$ cat src/rtl/i2s_pkg.sv
// Shared types and defaults for the I2S transmit controller slice.
package i2s_pkg;

  localparam int DEF_DEPTH = 8;
  localparam int DEF_DW    = 32;

  // Controller sequencing states.
  typedef enum logic [1:0] {
    ST_IDLE  = 2'b00,
    ST_PRIME = 2'b01,
    ST_RUN   = 2'b10,
    ST_DRAIN = 2'b11
  } state_e;

  // Behaviour of the transmit data when a request finds the FIFO empty.
  typedef enum logic {
    URUN_ZERO   = 1'b0,
    URUN_REPEAT = 1'b1
  } urun_mode_e;

  // 16-bit increment that sticks at all-ones instead of wrapping.
  function automatic logic [15:0] sat_inc16(input logic [15:0] v);
    if (v == 16'hFFFF) begin
      return 16'hFFFF;
    end else begin
      return v + 16'h0001;
    end
  endfunction

endpackage

$ cat src/rtl/i2s_sample_fifo.sv
// Stereo-pair sample FIFO: power-of-two depth, first-word-fall-through read,
// synchronous flush and an explicit occupancy output.
module i2s_sample_fifo
  import i2s_pkg::*;
#(
  parameter int DEPTH = DEF_DEPTH,
  parameter int W     = 2 * DEF_DW
) (
  input  logic                   clk,
  input  logic                   nrst,
  input  logic                   i_flush,
  input  logic                   i_wr_en,
  input  logic [W-1:0]           i_wr_data,
  input  logic                   i_rd_en,
  output logic [W-1:0]           o_rd_data,
  output logic [$clog2(DEPTH):0] o_level
);

  localparam int AW = $clog2(DEPTH);
  localparam logic [AW:0]   LVL_FULL = (AW+1)'(DEPTH);
  localparam logic [AW:0]   LVL_ZERO = {(AW+1){1'b0}};
  localparam logic [AW:0]   LVL_ONE  = (AW+1)'(1);
  localparam logic [AW-1:0] PTR_ZERO = {AW{1'b0}};
  localparam logic [AW-1:0] PTR_ONE  = AW'(1);

  logic [W-1:0]  r_mem [DEPTH];
  logic [AW-1:0] r_wr_ptr;
  logic [AW-1:0] r_rd_ptr;
  logic [AW:0]   r_level;
  logic          w_wr;
  logic          w_rd;

  // Guard the enables so the level can neither overflow nor underflow.
  assign w_wr = i_wr_en & (r_level != LVL_FULL) & ~i_flush;
  assign w_rd = i_rd_en & (r_level != LVL_ZERO) & ~i_flush;

  assign o_rd_data = r_mem[r_rd_ptr];
  assign o_level   = r_level;

  // Sample storage; contents are only observed behind a non-zero level, so no reset.
  always_ff @(posedge clk) begin
    if (w_wr) begin
      r_mem[r_wr_ptr] <= i_wr_data;
    end
  end

  // Pointers wrap naturally at the power-of-two depth; level tracks occupancy.
  always_ff @(posedge clk or negedge nrst) begin
    if (!nrst) begin
      r_wr_ptr <= PTR_ZERO;
      r_rd_ptr <= PTR_ZERO;
      r_level  <= LVL_ZERO;
    end else if (i_flush) begin
      r_wr_ptr <= PTR_ZERO;
      r_rd_ptr <= PTR_ZERO;
      r_level  <= LVL_ZERO;
    end else begin
      if (w_wr) begin
        r_wr_ptr <= r_wr_ptr + PTR_ONE;
      end
      if (w_rd) begin
        r_rd_ptr <= r_rd_ptr + PTR_ONE;
      end
      case ({w_wr, w_rd})
        2'b10:   r_level <= r_level + LVL_ONE;
        2'b01:   r_level <= r_level - LVL_ONE;
        default: r_level <= r_level;
      endcase
    end
  end

endmodule

$ cat src/rtl/i2s_tx_ctrl.sv
// I2S transmit controller: buffers stereo pairs and feeds an external I2S
// master one pair per data request, with underrun handling and interrupts.
module i2s_tx_ctrl
  import i2s_pkg::*;
#(
  parameter int DEPTH = DEF_DEPTH,
  parameter int DW    = DEF_DW
) (
  input  logic                   clk,
  input  logic                   nrst,
  input  logic                   cfg_en,
  input  logic                   cfg_mute,
  input  logic                   cfg_urun_mode,
  input  logic                   cfg_flush,
  input  logic [$clog2(DEPTH):0] cfg_thresh,
  input  logic                   wr_valid,
  output logic                   wr_ready,
  input  logic [DW-1:0]          wr_left,
  input  logic [DW-1:0]          wr_right,
  input  logic                   tx_data_rqst,
  output logic                   tx_enable,
  output logic [DW-1:0]          tx_data_left,
  output logic [DW-1:0]          tx_data_right,
  output logic [$clog2(DEPTH):0] fifo_level,
  output logic [15:0]            underrun_cnt,
  output logic                   busy,
  output logic                   irq_level,
  output logic                   irq_urun,
  input  logic                   irq_clr
);

  localparam int LW = $clog2(DEPTH) + 1;
  localparam logic [LW-1:0] LVL_FULL = LW'(DEPTH);
  localparam logic [LW-1:0] LVL_ZERO = {LW{1'b0}};

  state_e          r_state;
  state_e          w_state_nxt;
  urun_mode_e      w_urun_mode;
  logic [LW-1:0]   w_level;
  logic [2*DW-1:0] w_fifo_rd;
  logic [2*DW-1:0] w_data_nxt;
  logic            w_pop;
  logic            w_urun;
  logic            w_flush;
  logic            w_wr_en;
  logic            w_tx_enable_nxt;
  logic [15:0]     w_cnt_base;
  logic [15:0]     w_cnt_nxt;
  logic [DW-1:0]   r_tx_left;
  logic [DW-1:0]   r_tx_right;
  logic            r_tx_enable;
  logic            r_irq_urun;
  logic [15:0]     r_urun_cnt;

  assign w_urun_mode = urun_mode_e'(cfg_urun_mode);

  // Flush is honoured only while idle; a write in the same cycle is refused.
  assign w_flush  = cfg_flush & (r_state == ST_IDLE);
  assign wr_ready = nrst & (w_level < LVL_FULL) & ~w_flush;
  assign w_wr_en  = wr_valid & wr_ready;

  i2s_sample_fifo #(
    .DEPTH (DEPTH),
    .W     (2 * DW)
  ) u_fifo (
    .clk       (clk),
    .nrst      (nrst),
    .i_flush   (w_flush),
    .i_wr_en   (w_wr_en),
    .i_wr_data ({wr_left, wr_right}),
    .i_rd_en   (w_pop),
    .o_rd_data (w_fifo_rd),
    .o_level   (w_level)
  );

  // Next-state and pop/underrun decode; requests are only serviced in RUN.
  always_comb begin
    w_state_nxt = r_state;
    w_pop       = 1'b0;
    w_urun      = 1'b0;
    case (r_state)
      ST_IDLE: begin
        if (cfg_en) begin
          w_state_nxt = ST_PRIME;
        end else begin
          w_state_nxt = ST_IDLE;
        end
      end
      ST_PRIME: begin
        if (!cfg_en) begin
          w_state_nxt = ST_IDLE;
        end else if (w_level != LVL_ZERO) begin
          // Preload the first pair so it is valid before the first request.
          w_state_nxt = ST_RUN;
          w_pop       = 1'b1;
        end else begin
          w_state_nxt = ST_PRIME;
        end
      end
      ST_RUN: begin
        if (tx_data_rqst) begin
          if (w_level != LVL_ZERO) begin
            w_pop = 1'b1;
          end else begin
            w_urun = 1'b1;
          end
        end else begin
          w_pop  = 1'b0;
          w_urun = 1'b0;
        end
        if (!cfg_en) begin
          w_state_nxt = ST_DRAIN;
        end else begin
          w_state_nxt = ST_RUN;
        end
      end
      ST_DRAIN: begin
        if (tx_data_rqst) begin
          w_state_nxt = ST_IDLE;
        end else begin
          w_state_nxt = ST_DRAIN;
        end
      end
      default: begin
        w_state_nxt = ST_IDLE;
      end
    endcase
  end

  // Transmitter stays enabled for the whole RUN/DRAIN window.
  assign w_tx_enable_nxt = (w_state_nxt == ST_RUN) || (w_state_nxt == ST_DRAIN);

  // Select the next transmit pair: popped data, zero, or hold; mute forces zero.
  always_comb begin
    w_data_nxt = {r_tx_left, r_tx_right};
    if (w_pop) begin
      if (cfg_mute) begin
        w_data_nxt = {(2*DW){1'b0}};
      end else begin
        w_data_nxt = w_fifo_rd;
      end
    end else if (w_urun) begin
      if (cfg_mute || (w_urun_mode == URUN_ZERO)) begin
        w_data_nxt = {(2*DW){1'b0}};
      end else begin
        w_data_nxt = {r_tx_left, r_tx_right};
      end
    end else begin
      w_data_nxt = {r_tx_left, r_tx_right};
    end
  end

  // Underrun counter: clear first, then a concurrent underrun still counts.
  always_comb begin
    w_cnt_base = irq_clr ? 16'h0000 : r_urun_cnt;
    if (w_urun) begin
      w_cnt_nxt = sat_inc16(w_cnt_base);
    end else begin
      w_cnt_nxt = w_cnt_base;
    end
  end

  // FSM state register.
  always_ff @(posedge clk or negedge nrst) begin
    if (!nrst) begin
      r_state <= ST_IDLE;
    end else begin
      r_state <= w_state_nxt;
    end
  end

  // Transmit enable and data registers; reset drops enable asynchronously.
  always_ff @(posedge clk or negedge nrst) begin
    if (!nrst) begin
      r_tx_enable <= 1'b0;
      r_tx_left   <= {DW{1'b0}};
      r_tx_right  <= {DW{1'b0}};
    end else begin
      r_tx_enable <= w_tx_enable_nxt;
      r_tx_left   <= w_data_nxt[2*DW-1:DW];
      r_tx_right  <= w_data_nxt[DW-1:0];
    end
  end

  // Sticky underrun interrupt (set beats clear) and its event counter.
  always_ff @(posedge clk or negedge nrst) begin
    if (!nrst) begin
      r_irq_urun <= 1'b0;
      r_urun_cnt <= 16'h0000;
    end else begin
      if (w_urun) begin
        r_irq_urun <= 1'b1;
      end else if (irq_clr) begin
        r_irq_urun <= 1'b0;
      end
      r_urun_cnt <= w_cnt_nxt;
    end
  end

  assign tx_enable     = r_tx_enable;
  assign tx_data_left  = r_tx_left;
  assign tx_data_right = r_tx_right;
  assign fifo_level    = w_level;
  assign underrun_cnt  = r_urun_cnt;
  assign irq_urun      = r_irq_urun;
  assign busy          = (r_state != ST_IDLE);
  assign irq_level     = busy & (w_level <= cfg_thresh);

endmodule

$ cat config.mk
export PLATFORM = sky130hd
export DESIGN_NAME = i2s_tx_ctrl
export DESIGN_NICKNAME = d
export VERILOG_FILES = /design/src/rtl/i2s_pkg.sv /design/src/rtl/i2s_sample_fifo.sv /design/src/rtl/i2s_tx_ctrl.sv
export SDC_FILE = /design/constraint.sdc
export NUM_CORES = 1
export LEC_CHECK = 0
export CORE_UTILIZATION = 55
export DETAILED_ROUTE_END_ITERATION = 7
export HOLD_SLACK_MARGIN = 0.15
export PLACE_DENSITY = 0.75
export REMOVE_ABC_BUFFERS = 1
export SKIP_LAST_GASP = 1
export SLEW_MARGIN = 20
export SYNTH_ARGS = -nofsm -noshare
export SYNTH_HDL_FRONTEND = slang
export SYNTH_SLANG_ARGS = --single-unit
$ cat constraint.sdc
create_clock -name clk -period 13.8 [get_ports clk]
set_clock_uncertainty 0.1 [all_clocks]
set_input_delay 2.76 -clock clk [delete_from_list [all_inputs] [get_ports clk]]
set_output_delay 2.76 -clock clk [all_outputs]
set_load 0.05 [all_outputs]
After elaboration in Yosys (flattened, before gate mapping)
Memory sizes are Yosys's and may differ from the RTL's.
Cells that the tools add are included.
{"block": "op_classes", "eq_ne": 9, "order_cmp": 2, "muxes": 30, "add_sub_neg": 5, "reduce_logical": 12, "bitwise_logic": 11}
{"operator": "2-to-1 mux 64 bit", "n": 4}
{"operator": "2-to-1 mux 16 bit", "n": 3}
{"operator": "adder 16 x 1 -> 16 bit, second input constant", "n": 1}
{"operator": "equality test 16 bit, second input constant", "n": 1}
{"operator": "2-to-1 mux 1 bit", "n": 12}
{"operator": "2-to-1 mux 3 bit", "n": 4}
{"operator": "nonzero test 2 bit", "n": 6}
{"operator": "equality test 2 bit, second input constant", "n": 5}
{"operator": "bitwise AND 1 bit", "n": 9}
{"operator": "one-hot mux 2 bit (4 select lines)", "n": 1}
{"operator": "one-hot mux 4 bit (2 select lines)", "n": 1}
{"operator": "adder 3 x 1 -> 3 bit, second input constant", "n": 2}
{"operator": "2-to-1 mux 2 bit", "n": 3}
{"operator": "adder 4 x 1 -> 4 bit, second input constant", "n": 1}
{"operator": "equality test 2 x 1 -> 1 bit, second input constant", "n": 2}
{"operator": "<= comparator 4 bit", "n": 1}
{"operator": "< comparator 4 bit, second input constant", "n": 1}
{"operator": "2-to-1 mux 4 bit", "n": 1}
{"operator": "!= test 4 bit, second input constant", "n": 1}
{"operator": "nonzero test 4 bit", "n": 1}
{"operator": "subtractor 4 x 1 -> 4 bit, second input constant", "n": 1}
{"operator": "nonzero test 3 bit", "n": 1}
{"operator": "zero test 2 bit", "n": 1}
{"operator": "logical OR 1 bit", "n": 2}
{"operator": "3 further kinds", "n": 4}
{"block": "word_totals", "output_inout_bits": 89, "regBits": 94, "mem_bits_rw": 512, "inputBits": 77, "n_memories": 1}
{"memory": "u_fifo.r_mem", "depth": 8, "word_bits": 64, "read_ports": 1, "rd_clocked_by_memory_dff": 0, "write_ports": 1, "line": "i2s_sample_fifo.sv:26", "rtl": "logic [W-1:0] r_mem [DEPTH];"}

Longest topological paths before layout
{"block": "logic_depth", "depth_word": 10, "depth_mapped": 12, "mapped_depth_nobuf": 12}

Cells and area by module
Synthesis repeated with hierarchy kept, for this count alone.
{"block": "hier_totals", "hier_cells": 1097, "area_unflattened_um2": 23403.7}
{"mod": "i2s_sample_fifo", "area_each_um2": 19809.0, "cells_each": 814, "seq_area_each_um2": 15625.0, "n_inst": 1}
{"mod": "i2s_tx_ctrl", "area_each_um2": 3594.7, "cells_each": 283, "seq_area_each_um2": 2077.0, "n_inst": 1}

Worst setup path before layout
No wires, ideal clock.
{"block": "synth_path", "path_type": "input to register", "from": "in cfg_flush", "to": "mem u_fifo.r_mem[0][0] in the netlist's numbering (enable)", "arrival_time_ps": 9334, "path_stages": 3, "setup_time_ps": 646, "setup_slack_ps": 3720, "cell_sequence": "nand2_1 > nand4b_1 > nor4_1"}
{"block": "synth_between", "elab_chain_cells": 8}
{"element": "start: declaration", "line": "i2s_tx_ctrl.sv:14", "rtl": "input logic cfg_flush,"}
{"element": "bitwise AND 1 bit (*)", "line": "i2s_tx_ctrl.sv:58", "rtl": "assign w_flush = cfg_flush & (r_state == ST_IDLE);"}
{"element": "NOT 1 bit (*)", "line": "i2s_sample_fifo.sv:34, i2s_tx_ctrl.sv:59"}
{"element": "bitwise AND 1 bit", "line": "i2s_tx_ctrl.sv:59", "rtl": "assign wr_ready = nrst & (w_level < LVL_FULL) & ~w_flush;"}
{"element": "bitwise AND 1 bit", "line": "i2s_tx_ctrl.sv:60", "rtl": "assign w_wr_en = wr_valid & wr_ready;"}
{"element": "bitwise AND 1 bit", "line": "i2s_sample_fifo.sv:34", "rtl": "assign w_wr = i_wr_en & (r_level != LVL_FULL) & ~i_flush;"}
{"element": "bitwise AND 1 bit (*)", "line": "i2s_sample_fifo.sv:34"}
{"element": "2-to-1 mux 1 bit (*)", "line": "i2s_sample_fifo.sv:42", "rtl": "if (w_wr) begin"}
{"element": "2-to-1 mux 1 bit (implied by the code) (*)", "line": "i2s_sample_fifo.sv:43", "rtl": "r_mem[r_wr_ptr] <= i_wr_data;"}
{"element": "end: declaration", "line": "i2s_sample_fifo.sv:26"}
Every way passes the cells marked *; elsewhere a longest branch is shown, timed or not.

Worst setup path after layout
{"block": "layout_path", "from": "in cfg_thresh[1]", "to": "out irq_level"}
{"block": "layout_between", "elab_chain_cells": 2}
{"element": "start: declaration", "line": "i2s_tx_ctrl.sv:15", "rtl": "input logic [$clog2(DEPTH):0] cfg_thresh,"}
{"element": "<= comparator 4 bit", "line": "i2s_tx_ctrl.sv:207", "rtl": "assign irq_level = busy & (w_level <= cfg_thresh);"}
{"element": "bitwise AND 1 bit", "line": "i2s_tx_ctrl.sv:207"}
{"element": "end: declaration", "line": "i2s_tx_ctrl.sv:27", "rtl": "output logic irq_level,"}
Every way passes these cells.

==> results.py <==
metrics = {
    "floorplan": {
        "die_h_um": 208,
        "dieArea_um2": 43300,
        "row_count": 75,
        "initial_core_util": 0.557,
        "die_w_um": 208,
        "ios": 166,
        "core_um2": 41900,
    },
    "timing": {
        "final-hold-violation-count": 0,
        "setup_viol": 0,
        "rsz0062_at_grt": "false",
        "max_freq_mhz": 128,
        "fin_crit_ps": 7820,
        "tightest_slew_ps": 1080,
        "drv_slew": 0,
        "final.period_utilization": 0.567,
        "setup_ws_ps": 5980,
        "setup-tns-final_ps": 0,
        "slew_headroom": 0.279,
    },
    "worst_hold_path": {
        "whs_path_depth": 1,
        "holdPathEnd": "tx_data_left[25]$_DFFE_PN0P_",
        "hold_path_class": "flop to flop",
        "hold_start": "tx_data_left[25]$_DFFE_PN0P_",
    },
    "drt": {
        "finalWirelength_um": 46400,
        "drt_first_pass_iters": 5,
        "vias": 11400,
        "vias_per_cell": 6.05,
        "routedWlPerCell_um": 24.7,
        "ant_nets": 0,
        "dr.first_iter.drc_count": 1102,
        "drcViolationCount": 0,
    },
    "power_and_ir_drop": {
        "clkPwrFrac": 0.310,
        "pwr-share-comb": 0.230,
        "power_frac_seq": 0.461,
        "max-vdd-ir-drop_v": 0.000122,
        "switching_power_uw": 1430,
        "swShare": 0.292,
        "intPower_uw": 3470,
        "static-leakage-power_uw": 0.00907,
        "powerDensity_nw_per_um2": 178,
    },
    "cts": {
        "clk-insertion-delay-late_ps": 610,
        "cts_resized": 0,
        "clk_pin_slew_ps": 60,
        "cts_buffer_depth": 3,
        "h-tree-depth": 2,
        "cts_buffers": 57,
        "holdBufCountCts": 0,
        "cts_num_sinks": 605,
        "postCtsSetupRepairBufs": 0,
        "root_buffer": "clkbuf_16",
        "tritoncts": "yes",
    },
    "layout": {
        "nFillCells": 2712,
        "layout.nets": 1383,
        "syn_to_final_growth_pct": 17.7,
        "drive_above_1_share": 0.235,
    },
    "critical_path": {
        "crit_fanout": 2,
        "crit_type": "input port to output pin",
        "critical_path.slowest_cell": "clkdlybuf4s50_1",
        "critPathCaptureType": "output pin",
        "max_stage_delay_ps": 830,
        "cp.arrival_ps": 4960,
        "reg2reg_depth": 7,
        "r2r_end": "u_fifo.r_mem[3][25]$_DFFE_PP_",
        "path_buf_inv": 3,
        "rr_startpoint": "r_state[1]$_DFF_PN0_",
        "cp-start-kind": "input port",
        "path_cells": "clkdlybuf4s50_1 -> inv_1 -> ha_1 -> nor2b_1 -> o21ai_0 -> a21oi_1 -> a211oi_1 -> clkdlybuf4s50_1",
        "crit_family": "buffers and inverters",
        "worst_path_most_repeated_cell": "clkdlybuf4s50_1",
        "rrSetupSlack_ps": 9860,
        "critPathRequiredTime_ps": 10940,
    },
    "logic_synthesis": {
        "synth_ff_type": "edfxtp_1",
        "syn-cell-area_um2": 23400,
        "synth_cell_types": 51,
        "synth_warnings": 0,
        "synth_area_per_cell_um2": 21.3,
        "synthCells": 1099,
        "synth_edf_count": 512,
        "yosysTopAreaCell": "edfxtp_1",
        "synth_top_area_frac": 0.658,
        "async_flop_share": 0.154,
        "synth_seq_area_share": 0.758,
        "synthTopCellsByArea": "edfxtp_1 66%, mux4_2 12%, dfrtp_1 10%, mux2_2 3.1%, a22o_1 2.4%",
        "ys_ff_latch": 605,
    },
    "place": {
        "place.gp.congestion": 0.784,
        "port_buffers": 165,
        "dp_hpwl_um": 24400,
        "dp_slack_ps": 5980,
    },
    "job": {
        "maxCapViolations": 0,
    },
    "global_route": {
        "grt_overflow": 0,
        "grt_pass1_vias": 11800,
        "grt_max_degree": 111,
        "grt_first_pass_wirelength_um": 71200,
        "grt_usage": 0.220,
        "antenna_found_initial": 6,
    },
    "status": {
        "status": "finished, final reports clean",
    },
}
-- cell type report --
cell class / instances / area, µm² / share of cell area
Antenna cell: 1 / 2.50 / 0.0000910
Multi-Input combinational cell: 426 / 5420 / 0.197
Clock inverter: 28 / 265 / 0.00964
Inverter: 15 / 56.3 / 0.00205
Clock buffer: 79 / 1550 / 0.0563
Tap cell: 539 / 674 / 0.0245
Sequential cell: 605 / 17700 / 0.644
Timing Repair Buffer: 185 / 1820 / 0.0663
-- flip-flops by register name, summed over array words and instances, names as in the netlist --
register,cells
u_fifo.r_mem,512
u_fifo.r_rd_ptr,3
u_fifo.r_wr_ptr,3
underrun_cnt,16
irq_urun,1
tx_data_right,32
r_state,2
u_fifo.o_level,4
tx_data_left,32
-- worst max path at each step --
stage          slack (ps)  depth (start not counted)                      endpoint           from
5_1_grt              5890                          8                     irq_level  cfg_thresh[1]
4_1_cts              5980                          8                     irq_level  cfg_thresh[1]
3_5_place_dp         5980                          8                     irq_level  cfg_thresh[1]
2_1_floorplan        3720                          3  u_fifo.r_mem[0][0]$_DFFE_PP_      cfg_flush
3_3_place_gp         6000                          8                     irq_level  cfg_thresh[1]
6_report             5980                          8                     irq_level  cfg_thresh[1]
-- per-stage QoR --
step	hold slack [ps]	cells	total power, µW	instance area, µm²	util
3_5_place_dp	392	1769	3430	25700	0.612
4_1_cts	407	1876	4950	27500	0.655
3_3_place_gp	388	1769	3420	25700	0.612
2_1_floorplan	480	1046	3040	23100	-
6_report	401	1878	4910	27500	0.656
5_1_grt	426	1877	5080	27500	0.656
-- power by group through the flow --
stage	Sequential [µW]	Combinational (µW)	Clock, µW
6_report	2260	1130	1520
5_1_grt	2280	1190	1610
4_1_cts	2260	1140	1550
3_5_place_dp	2300	1140	0
3_3_place_gp	2290	1120	0
2_1_floorplan	2630	409	0
-- metal layers --
layer	global-route usage	wire, µm	vias up
li1	-	-	4928
met1	0.320	20300	5992
met2	0.343	22200	364
met3	0.0445	2900	70
met4	0.0636	887	10
met5	0	76	-
-- cell usage after synthesis, types with 3 or more instances --
cell,instances
clkbuf_1,26
mux4_2,128
mux2_2,65
dfrtp_1,93
o31ai_1,3
nor4_1,3
buf_2,19
ha_1,16
nand2_1,17
nand3_1,11
o21ai_0,7
inv_1,15
buf_1,6
xnor2_1,8
nor3_1,10
xor2_1,3
nand2b_1,5
nor2b_1,9
edfxtp_1,512
a211oi_1,3
a21oi_1,8
nor2_1,22
mux2i_1,7
nand4_1,4
a22o_1,64
-- cells in the final DEF, fill, tap and decap left out, types with 17 or more instances in the layout --
cell / count
edfxtp_1: 512
clkdlybuf4s50_1: 164
mux4_2: 128
dfrtp_1: 90
mux2_2: 65
a22o_1: 64
clkbuf_16: 57
buf_4: 19
nor2_1: 18
clkbuf_1: 18
nand2_1: 17
-- logic make-up after synthesis --
logic type | Yosys count | share of synthesized area
AOI/OAI and AO/OA | 101 | 0.0355
xor gates and xnor gates | 11 | 0.00413
adders and majority gates | 16 | 0.00857
buffers and inverters | 68 | 0.0126
DFF | 605 | 0.758
muxes | 200 | 0.158
and+or+nand+nor | 98 | 0.0236
No activity file was read; power rests on OpenSTA's default activity.
